==> src/rtl/mem_split_ctrl_pkg.sv <==
// ============================================================================
// Module      : mem_split_ctrl_pkg
// Description : Shared types and lane-mask helpers for the memory-port splitter
// Revision    : 1.0
// ============================================================================
`default_nettype none

package mem_split_ctrl_pkg;

    localparam logic [4:0] C_OP_WORD_LO = 5'd3;
    localparam logic [4:0] C_OP_WORD_HI = 5'd5;
    localparam logic [4:0] C_OP_HALF_LO = 5'd6;
    localparam logic [4:0] C_OP_HALF_HI = 5'd8;

    typedef enum logic [0:0] {
        ST_IDLE   = 1'b0,
        ST_SECOND = 1'b1
    } state_e;

    typedef enum logic [1:0] {
        SZ_BYTE = 2'd0,
        SZ_HALF = 2'd1,
        SZ_WORD = 2'd2
    } size_e;

    // Anything outside the word/half ranges is treated as a byte access,
    // which can never cross a word boundary.
    function automatic size_e size_of(input logic [4:0] opcode);
        if (opcode >= C_OP_WORD_LO && opcode <= C_OP_WORD_HI)
            return SZ_WORD;
        else if (opcode >= C_OP_HALF_LO && opcode <= C_OP_HALF_HI)
            return SZ_HALF;
        else
            return SZ_BYTE;
    endfunction

    function automatic logic [3:0] lane_mask(input size_e size);
        case (size)
            SZ_WORD: return 4'b1111;
            SZ_HALF: return 4'b0011;
            default: return 4'b0001;
        endcase
    endfunction

    function automatic logic needs_split(input size_e size, input logic [1:0] offset);
        return ((size == SZ_WORD) && (offset != 2'd0)) ||
               ((size == SZ_HALF) && (offset == 2'd3));
    endfunction

endpackage

`default_nettype wire

==> src/rtl/mem_split_ctrl_align.sv <==
// ============================================================================
// Module      : mem_lane_align
// Description : Byte-lane write mask and store-data shift for either half
// Revision    : 1.0
// ============================================================================
`default_nettype none

module mem_lane_align
    import mem_split_ctrl_pkg::*;
(
    input  logic [1:0]  size_i,
    input  logic [1:0]  offset_i,
    input  logic        second_i,
    input  logic [31:0] data_i,
    output logic [3:0]  wen_mask_o,
    output logic [31:0] wdata_o
);

    size_e      w_size;
    logic [3:0] w_base_mask;
    logic [2:0] w_back_shift;

    assign w_size       = size_e'(size_i);
    assign w_base_mask  = lane_mask(w_size);
    // Second half carries the bytes that spilled past lane 3 of the first word.
    assign w_back_shift = 3'd4 - {1'b0, offset_i};

    always_comb begin
        if (!second_i) begin
            wen_mask_o = w_base_mask << offset_i;
            wdata_o    = data_i << {offset_i, 3'b000};
        end else begin
            wen_mask_o = w_base_mask >> w_back_shift;
            wdata_o    = data_i >> {w_back_shift, 3'b000};
        end
    end

endmodule

`default_nettype wire

==> src/rtl/mem_split_ctrl.sv <==
// ============================================================================
// Module      : mem_split_ctrl
// Description : Data-memory port sequencer; splits boundary-crossing accesses
// Revision    : 1.0
// ============================================================================
`default_nettype none

module mem_split_ctrl
    import mem_split_ctrl_pkg::*;
#(
    parameter int CNT_W = 32
) (
    input  logic             clk,
    input  logic             rst,
    input  logic             clk_en,
    input  logic             halt,
    input  logic             req_valid,
    input  logic             is_load,
    input  logic             is_store,
    input  logic [4:0]       opcode,
    input  logic [31:0]      addr,
    input  logic [31:0]      store_data,
    input  logic             flush,
    input  logic             mem_ready,
    output logic             mem_ren,
    output logic [3:0]       mem_wen,
    output logic [31:0]      mem_addr,
    output logic [31:0]      mem_wdata,
    output logic             stall,
    output logic             misaligned,
    output logic [CNT_W-1:0] split_count
);

    state_e            state_q, state_d;
    logic              load_q, store_q;
    size_e             size_q;
    logic [31:0]       addr_q;
    logic [31:0]       data_q;
    logic [CNT_W-1:0]  count_q;
    logic              latch_en;

    logic              w_active;
    logic              w_in_second;
    size_e             w_in_size;
    logic              w_split;
    logic [31:0]       w_base;
    size_e             w_al_size;
    logic [1:0]        w_al_offset;
    logic [31:0]       w_al_data;
    logic [3:0]        w_al_mask;
    logic [31:0]       w_al_wdata;

    assign w_active    = clk_en && !halt && !rst;
    assign w_in_second = (state_q == ST_SECOND);
    assign w_in_size   = size_of(opcode);
    assign w_split     = needs_split(w_in_size, addr[1:0]);
    assign w_base      = {addr[31:2], 2'b00};

    // In SECOND the aligner sees only the latched request, never live inputs.
    assign w_al_size   = w_in_second ? size_q       : w_in_size;
    assign w_al_offset = w_in_second ? addr_q[1:0]  : addr[1:0];
    assign w_al_data   = w_in_second ? data_q       : store_data;

    mem_lane_align u_align (
        .size_i     (w_al_size),
        .offset_i   (w_al_offset),
        .second_i   (w_in_second),
        .data_i     (w_al_data),
        .wen_mask_o (w_al_mask),
        .wdata_o    (w_al_wdata)
    );

    always_comb begin
        state_d    = state_q;
        latch_en   = 1'b0;
        mem_ren    = 1'b0;
        mem_wen    = 4'b0000;
        mem_addr   = 32'h0;
        mem_wdata  = 32'h0;
        stall      = 1'b0;
        misaligned = 1'b0;
        case (state_q)
            ST_IDLE: begin
                if (w_active && req_valid && (is_load || is_store) && !flush) begin
                    mem_addr  = w_base;
                    mem_ren   = is_load;
                    mem_wen   = is_load ? 4'b0000 : w_al_mask;
                    mem_wdata = is_load ? 32'h0   : w_al_wdata;
                    if (w_split) begin
                        stall = 1'b1;
                        if (mem_ready) begin
                            latch_en = 1'b1;
                            state_d  = ST_SECOND;
                        end
                    end else begin
                        stall = !mem_ready;
                    end
                end
            end
            ST_SECOND: begin
                if (w_active) begin
                    if (flush) begin
                        state_d = ST_IDLE;
                    end else begin
                        mem_addr   = {addr_q[31:2], 2'b00} + 32'd4;
                        mem_ren    = load_q;
                        mem_wen    = load_q ? 4'b0000 : w_al_mask;
                        mem_wdata  = load_q ? 32'h0   : w_al_wdata;
                        misaligned = load_q;
                        stall      = !mem_ready;
                        if (mem_ready)
                            state_d = ST_IDLE;
                    end
                end
            end
            default: state_d = ST_IDLE;
        endcase
    end

    always_ff @(posedge clk) begin
        if (rst) begin
            state_q <= ST_IDLE;
            load_q  <= 1'b0;
            store_q <= 1'b0;
            size_q  <= SZ_BYTE;
            addr_q  <= 32'h0;
            data_q  <= 32'h0;
            count_q <= '0;
        end else begin
            state_q <= state_d;
            if (latch_en) begin
                load_q  <= is_load;
                store_q <= is_store && !is_load;
                size_q  <= w_in_size;
                addr_q  <= addr;
                data_q  <= store_data;
                count_q <= count_q + 1'b1;
            end
        end
    end

    assign split_count = count_q;

endmodule

`default_nettype wire
==> config.mk <==
export PLATFORM = sky130hd
export DESIGN_NAME = mem_split_ctrl
export DESIGN_NICKNAME = d
export VERILOG_FILES = /design/src/rtl/mem_split_ctrl_pkg.sv /design/src/rtl/mem_split_ctrl_align.sv /design/src/rtl/mem_split_ctrl.sv
export SDC_FILE = /design/constraint.sdc
export NUM_CORES = 1
export LEC_CHECK = 0
export CORE_MARGIN = 3
export CORE_UTILIZATION = 40
export CTS_CLUSTER_DIAMETER = 150
export DETAILED_ROUTE_END_ITERATION = 7
export PLACE_DENSITY = 0.68
export SLEW_MARGIN = 20
export SYNTH_ARGS = -nofsm -noshare
export SYNTH_HDL_FRONTEND = slang
export SYNTH_HIERARCHICAL = 1
export SYNTH_SLANG_ARGS = --single-unit
==> constraint.sdc <==
create_clock -name clk -period 4.54 [get_ports clk]
set_clock_uncertainty 0.2 [all_clocks]
set_input_delay 0.908 -clock clk [delete_from_list [all_inputs] [get_ports clk]]
set_output_delay 0.908 -clock clk [all_outputs]
set_load 0.03 [all_outputs]
# Word-level counts from Yosys, hierarchy flattened
# Cells that the tools add are included.
[classes] n_addsub=3 magnitude_cmp=4 eq_ne=5 shift=4 muxes=42 n_bitwise=1 n_reduce_logical=16
[op_table] op="$mux 32" n=10
[op_table] op="$pmux 32 s2" n=2
[op_table] op="$add 32x1->32 const B" n=1
[op_table] op="$add 32x3->32 const B" n=1
[op_table] op="$shl 32x5->32" n=1
[op_table] op="$shr 32x6->32" n=1
[op_table] op="$mux 4" n=6
[op_table] op="$mux 1" n=16
[op_table] op="$pmux 4 s2" n=2
[op_table] op="$logic_and 1x1->1" n=9
[op_table] op="$eq 2x2->1 const B" n=3
[op_table] op="$mux 2" n=3
[op_table] op="$pmux 1 s2" n=3
[op_table] op="$ge 5x2->1 const B" n=1
[op_table] op="$ge 5x3->1 const B" n=1
[op_table] op="$le 5x3->1 const B" n=1
[op_table] op="$le 5x4->1 const B" n=1
[op_table] op="$eq 2x1->1 const B" n=2
[op_table] op="$logic_not 1->1" n=4
[op_table] op="$shl 4x2->4" n=1
[op_table] op="$shr 4x3->4" n=1
[op_table] op="$sub 3x2->3 const A" n=1
[op_table] op="$logic_or 1x1->1" n=2
[op_table] op="$reduce_bool 2->1" n=1
[op_table] op="$not 1->1" n=1
[totals] register_bits=100 input_bits=78 word_cells=81

# Depth between registers and ports, before layout
# Gate-level depths: netlist of run 1.
[depth] word_depth=13 mapped_depth=12 mapped_depth_nobuf=9

# Hierarchy
# Netlist of run 1, hierarchy kept.
[by_module_without_submodules] mod="mem_split_ctrl" instances=1 cells_per_inst=686 area_per_inst_um2=5738.0 seq_area_each_um2=2001.9
[by_module_without_submodules] mod="mem_lane_align" instances=1 cells_per_inst=155 area_per_inst_um2=1098.6 seq_area_each_um2=0.0

# Least setup slack after synthesis of run 1
# OpenSTA, ideal clock, no wires.
[synth_path] kind="flip-flop to output port" startpoint="reg state_q" endpoint="out mem_wdata[29]" t_arrival_ns=3.115 required_ns=3.432 setup_slack_ns=0.317 path_stages_with_launch=13 path_cell_list="dfxtp_1 clkbuf_1 clkbuf_1 mux2_2 buf_2 inv_2 ha_1 or3b_1 buf_2 a21oi_4 buf_6 a221o_1 and2_1"
[synth_via] elab_chain_cells=8 elab_cells_between_ends=13
[synth_lines] item="start, declared" line="mem_split_ctrl.sv:34" text="state_e state_q, state_d;"
[synth_lines] item="start signal, assigned" line="mem_split_ctrl.sv:130" text="state_q <= state_d;"
[synth_lines] item="$mux 2 *" line="mem_split_ctrl.sv:61" text="assign w_al_offset = w_in_second ? addr_q[1:0] : addr[1:0];"
[synth_lines] item="net w_al_offset[0]" line="mem_split_ctrl.sv:48" text="logic [1:0] w_al_offset;"
[synth_lines] item="$sub 3x2->3" line="mem_split_ctrl_align.sv:26" text="assign w_back_shift = 3'd4 - {1'b0, offset_i};"
[synth_lines] item="$shr 32x6->32" line="mem_split_ctrl_align.sv:34" text="wdata_o = data_i >> {w_back_shift, 3'b000};"
[synth_lines] item="$mux 32 *" line="mem_split_ctrl_align.sv:29" text="if (!second_i) begin"
[synth_lines] item="net w_al_wdata[29]" line="mem_split_ctrl.sv:51" text="logic [31:0] w_al_wdata;"
[synth_lines] item="$mux 32" line="mem_split_ctrl.sv:108" text="mem_wdata = load_q ? 32'h0 : w_al_wdata;"
[synth_lines] item="$mux 32" line="mem_split_ctrl.sv:102" text="if (flush) begin"
[synth_lines] item="$mux 32" line="mem_split_ctrl.sv:101" text="if (w_active) begin"
[synth_lines] item="$pmux 32 s2 *" line="mem_split_ctrl.sv:82" text="case (state_q)"
[synth_lines] item="end, declared" line="mem_split_ctrl.sv:28" text="output logic [31:0] mem_wdata,"
# Mark *: on every way through the listed nets, which the timed path passes. The rest lies on a longest branch.

# Worst setup path in the final report of run 1
[layout_path] startpoint="in addr[1]" endpoint="out mem_wdata[4]"
[layout_via] elab_chain_cells=8 elab_cells_between_ends=11
[layout_lines] item="start, declared" line="mem_split_ctrl.sv:21" text="input logic [31:0] addr,"
[layout_lines] item="$mux 2 *" line="mem_split_ctrl.sv:61"
[layout_lines] item="net w_al_offset[1]" line="mem_split_ctrl.sv:48"
[layout_lines] item="$sub 3x2->3" line="mem_split_ctrl_align.sv:26"
[layout_lines] item="$shr 32x6->32" line="mem_split_ctrl_align.sv:34"
[layout_lines] item="$mux 32 *" line="mem_split_ctrl_align.sv:29"
[layout_lines] item="net w_al_wdata[4]" line="mem_split_ctrl.sv:51"
[layout_lines] item="$mux 32" line="mem_split_ctrl.sv:108"
[layout_lines] item="$mux 32" line="mem_split_ctrl.sv:102"
[layout_lines] item="$mux 32" line="mem_split_ctrl.sv:101"
[layout_lines] item="$pmux 32 s2 *" line="mem_split_ctrl.sv:82"
# Marks and branches as above.

==> impl_results.md, run 1 <==
* GRT Total Usage at between 20% and 30%
* Num rows at 47
* Top delay family on crit path: buffers and inverters
* CP most frequent cell: buf_4
* Fmax at between 200 and 250 MHz
* Die height at about 140 µm
* Commonest non-fill, non-tap cell in the layout: clkdlybuf4s50_1
* Mux share of post-synthesis cell area at about a fifth
* HPWL after detailed placement at around 15000 µm
* Synth Area in Compound Gates at about 17%
* Critical path, cell by cell: clkdlybuf4s50_1 > mux2_2 > inv_1 > ha_1 > or3b_4 > a21oi_4 > buf_4 > a221o_1 > and2_1 > buf_4
* Slew Limit Fails at 0
* Via/cell ratio at ~5.5
* Initial DRC count at 446
* Post-route minimum period at about 4.4 ns
* Clk slew on worst S/H paths at about 0.070 ns
* Htree depth at 3
* WHS Endpoint: size_q[0]
* #FFs+latches synth at 100
* Adder-Cell Fraction of Synth Area at 0.9151%
* Yosys synthesis warning count at 6
* Top_reg_cell synth: dfxtp_1
* DP Area at about 8700 µm²
* Dpl cells at 1214
* Crit path DAT at 3.25 ns
* Slowest stage delay, CP at between 0.4 and 0.5 ns
* Slew headroom at between 50 and 60%
* Class of the worst hold path: register to register
* Clk_lat worst skew at ~0.35 ns
* Chip width at 136.7 µm
* Hold path start: size_q[0]
* Post-route DRC at 0
* Library cells used by synthesis at 66
* Cell area after synthesis at around 6800 µm²
* Wirelength, routed at ~21000 µm
* Origin of the critical flop-to-flop path: split_count[7]
* Setup violators final at 0
* Fin. Hold Viols at 0
* Worst R2R Path Depth at 6
* Crit-path slowest cell: clkdlybuf4s50_1
* Most frequent cells in the layout: clkdlybuf4s50_1, buf_4, nor2_1, dfxtp_1, mux2i_1
* Sink Count at 100
* CTS buffer count at 9
* Mean post-synth cell area at 8.129 µm²
* Design area at about 9100 µm²
* Critical path fanouts, max at 7
* Antenna Nets Post-Route at 0
* Period Utilization, post-route at between 90% and 100%
* Pwr dens at 215.8 nW/µm²
* Status: finished clean
* Largest net degree at the start of global routing at 103
* Vias in the first global route at just over 6k
* CP required at ~3.4 ns
* WP buf/inv at 4
* Max-cap violation count at 0
* CTS Hold Bufs at 0
* Layout Utilization at around 55%
* Static leakage at around 3.2 nW
* Synth async-reset ratio at 0%
* Hold path cells at 2
* Max Root-Sink Buffers at 2
* IO Pins at around 180
* Final net count at 1089
* First-pass GRT wire length at 32670 µm
* Worst hold slack at around 0.27 ns
* Congestion Overflow GR at 0
* Ant. Diodes at 0
* RR Endpoint: split_count[19]
* R2R setup slack at ~2 ns
* Worst-Margin Slew at a little over 0.6 ns
* PnR worst setup slack at approximately 0.18 ns
* Routability cong. at ~0.93
* Unrepaired setup endpoints after global routing: false
* Initial antenna violation count at 3
* Pre-CTS setup slack at -0.1102 ns
* Core area at approximately 17000 µm²
* Port bufs at between 150 and 200
* CTS root buf: clkbuf_16
* Main combinational cell family by area after synthesis: simple AND/OR/NAND/NOR gates
* Starting Density at between 40% and 50%
* Share of layout cells above drive strength 1 at 17.31%
* Layout area overhead at 33.38%
* Register area share after synthesis at about 30%
* CP Capture Type: output pin
* Post-Synth XOR/XNOR Area at around 3.7%
* Vias at roughly 6.8k
* Post-synth EDFFs at 0
* Syn Inst Count at between 800 and 900
* DRT Pass-1 Iters at 5
* Fin cells at ~1.2k
* Max IR drop VDD at approximately 0.18 mV
* CTS tree: done
* Post-Synth Simple-Gate Area at around a quarter
* Startpoint Class: input pin
* Crit Path Class: input pin to output pin
* WL per Instance at approximately 17 µm
* Die area at 18700 µm²
==> registers in the layout, summed over array words and instances, names as in the netlist <==
register	flops
state_q	1
data_q	32
load_q	1
size_q	2
addr_q	32
split_count	32
==> worst max path at each step <==
stage,startpoint,endpoint,depth (start not counted)
after floorplan,state_q,mem_wdata[29],12
after global placement,opcode[0],mem_wen[3],11
after detailed placement,opcode[0],mem_wen[3],11
after CTS,opcode[0],mem_wen[3],11
after global routing,addr[1],mem_wdata[30],10
final,addr[1],mem_wdata[4],10
==> final cells by class <==
| type | instances | area (µm²) |
|---|---|---|
| fillers | 1584 | 7523 |
| multi-input cells | 668 | 4556 |
| flip-flops and latches | 100 | 2003 |
| repair buffers | 214 | 1916 |
| well taps | 220 | 275.3 |
| clock buffers | 11 | 242.7 |
| clock inverters | 5 | 77.57 |
| inverters | 13 | 48.80 |
==> cells in the mapped netlist, types with 6 or more instances <==
library cell	n	area share (%)
a21oi_1	43	3.1
a221o_1	12	1.8
and2_1	39	3.6
and3_1	7	0.64
and4_1	6	0.77
buf_2	19	1.4
clkbuf_1	37	2.0
dfxtp_1	100	29
inv_1	12	0.66
mux2_2	36	5.9
mux2i_1	88	13
nand2_1	61	3.3
nand2b_1	7	0.64
nand3_1	22	1.6
nand4_1	15	1.4
nor2_1	100	5.5
nor2b_1	13	1.2
nor3_1	7	0.51
nor4_1	11	1.0
o21ai_0	38	2.8
o21ai_1	7	0.51
o22ai_1	6	0.55
o31ai_1	23	2.5
o32ai_1	7	0.90
or4_1	21	2.3
xnor2_1	20	2.6
xor2_1	9	1.2
==> timing repair <==
item	4_1_cts	5_1_grt
endpoints found under the setup margin	1	3
pin swaps	0	4
gates resized for setup	2	9
cloned	0	0
buffers inserted	0	0
==> report_power, final <==
group | switching, mW | leakage (nW) | internal (mW)
combinational | 0.131 | 2.25 | 0.133
sequential | 0.000523 | 0.805 | 0.877
clock | 0.369 | 0.157 | 0.458
==> metrics by stage <==
stage | power (mW) | setup TNS [ns]
2_1_floorplan | 1.026 | 0
3_3_place_gp | 1.156 | -0.08906
3_5_place_dp | 1.155 | -0.1102
4_1_cts | 1.983 | 0
5_1_grt | 2.036 | 0
6_report | 1.968 | 0
==> worst register-to-register path, stage by stage, from the launching register on <==
cell     delay (ns)
dfxtp_1        0.45
nand4_1        0.21
nor3_1         0.50
nand3_1        0.14
buf_4          0.25
or4_1          0.53
a21oi_1        0.15
==> logic make-up after synthesis <==
logic type      Yosys count
other cells               1
simple gates            330
xor+xnor                 29
compound gates          174
mux                     128
fa+ha+maj                 5
buf+inv                  74
flops                   100
==> metal layers <==
metal,track usage [%],vias up,routed length (µm)
met5,0,-,41
met4,4.871,6,290
met3,5.147,33,1545
met2,35.95,219,9759
met1,29.09,3124,9627
li1,-,3395,-
(Power assumes the default switching activity.)
==> run 2: changes to the inputs <==
--- a/config.mk
+++ b/config.mk
@@ -8,6 +8,7 @@
 export CORE_MARGIN = 3
 export CORE_UTILIZATION = 40
 export CTS_CLUSTER_DIAMETER = 150
+export CTS_CLUSTER_SIZE = 24
 export DETAILED_ROUTE_END_ITERATION = 7
 export PLACE_DENSITY = 0.68
 export SLEW_MARGIN = 20
==> results of run 2 <==
Same layout as run 1: the final DEF is identical, and so are final timing and power.
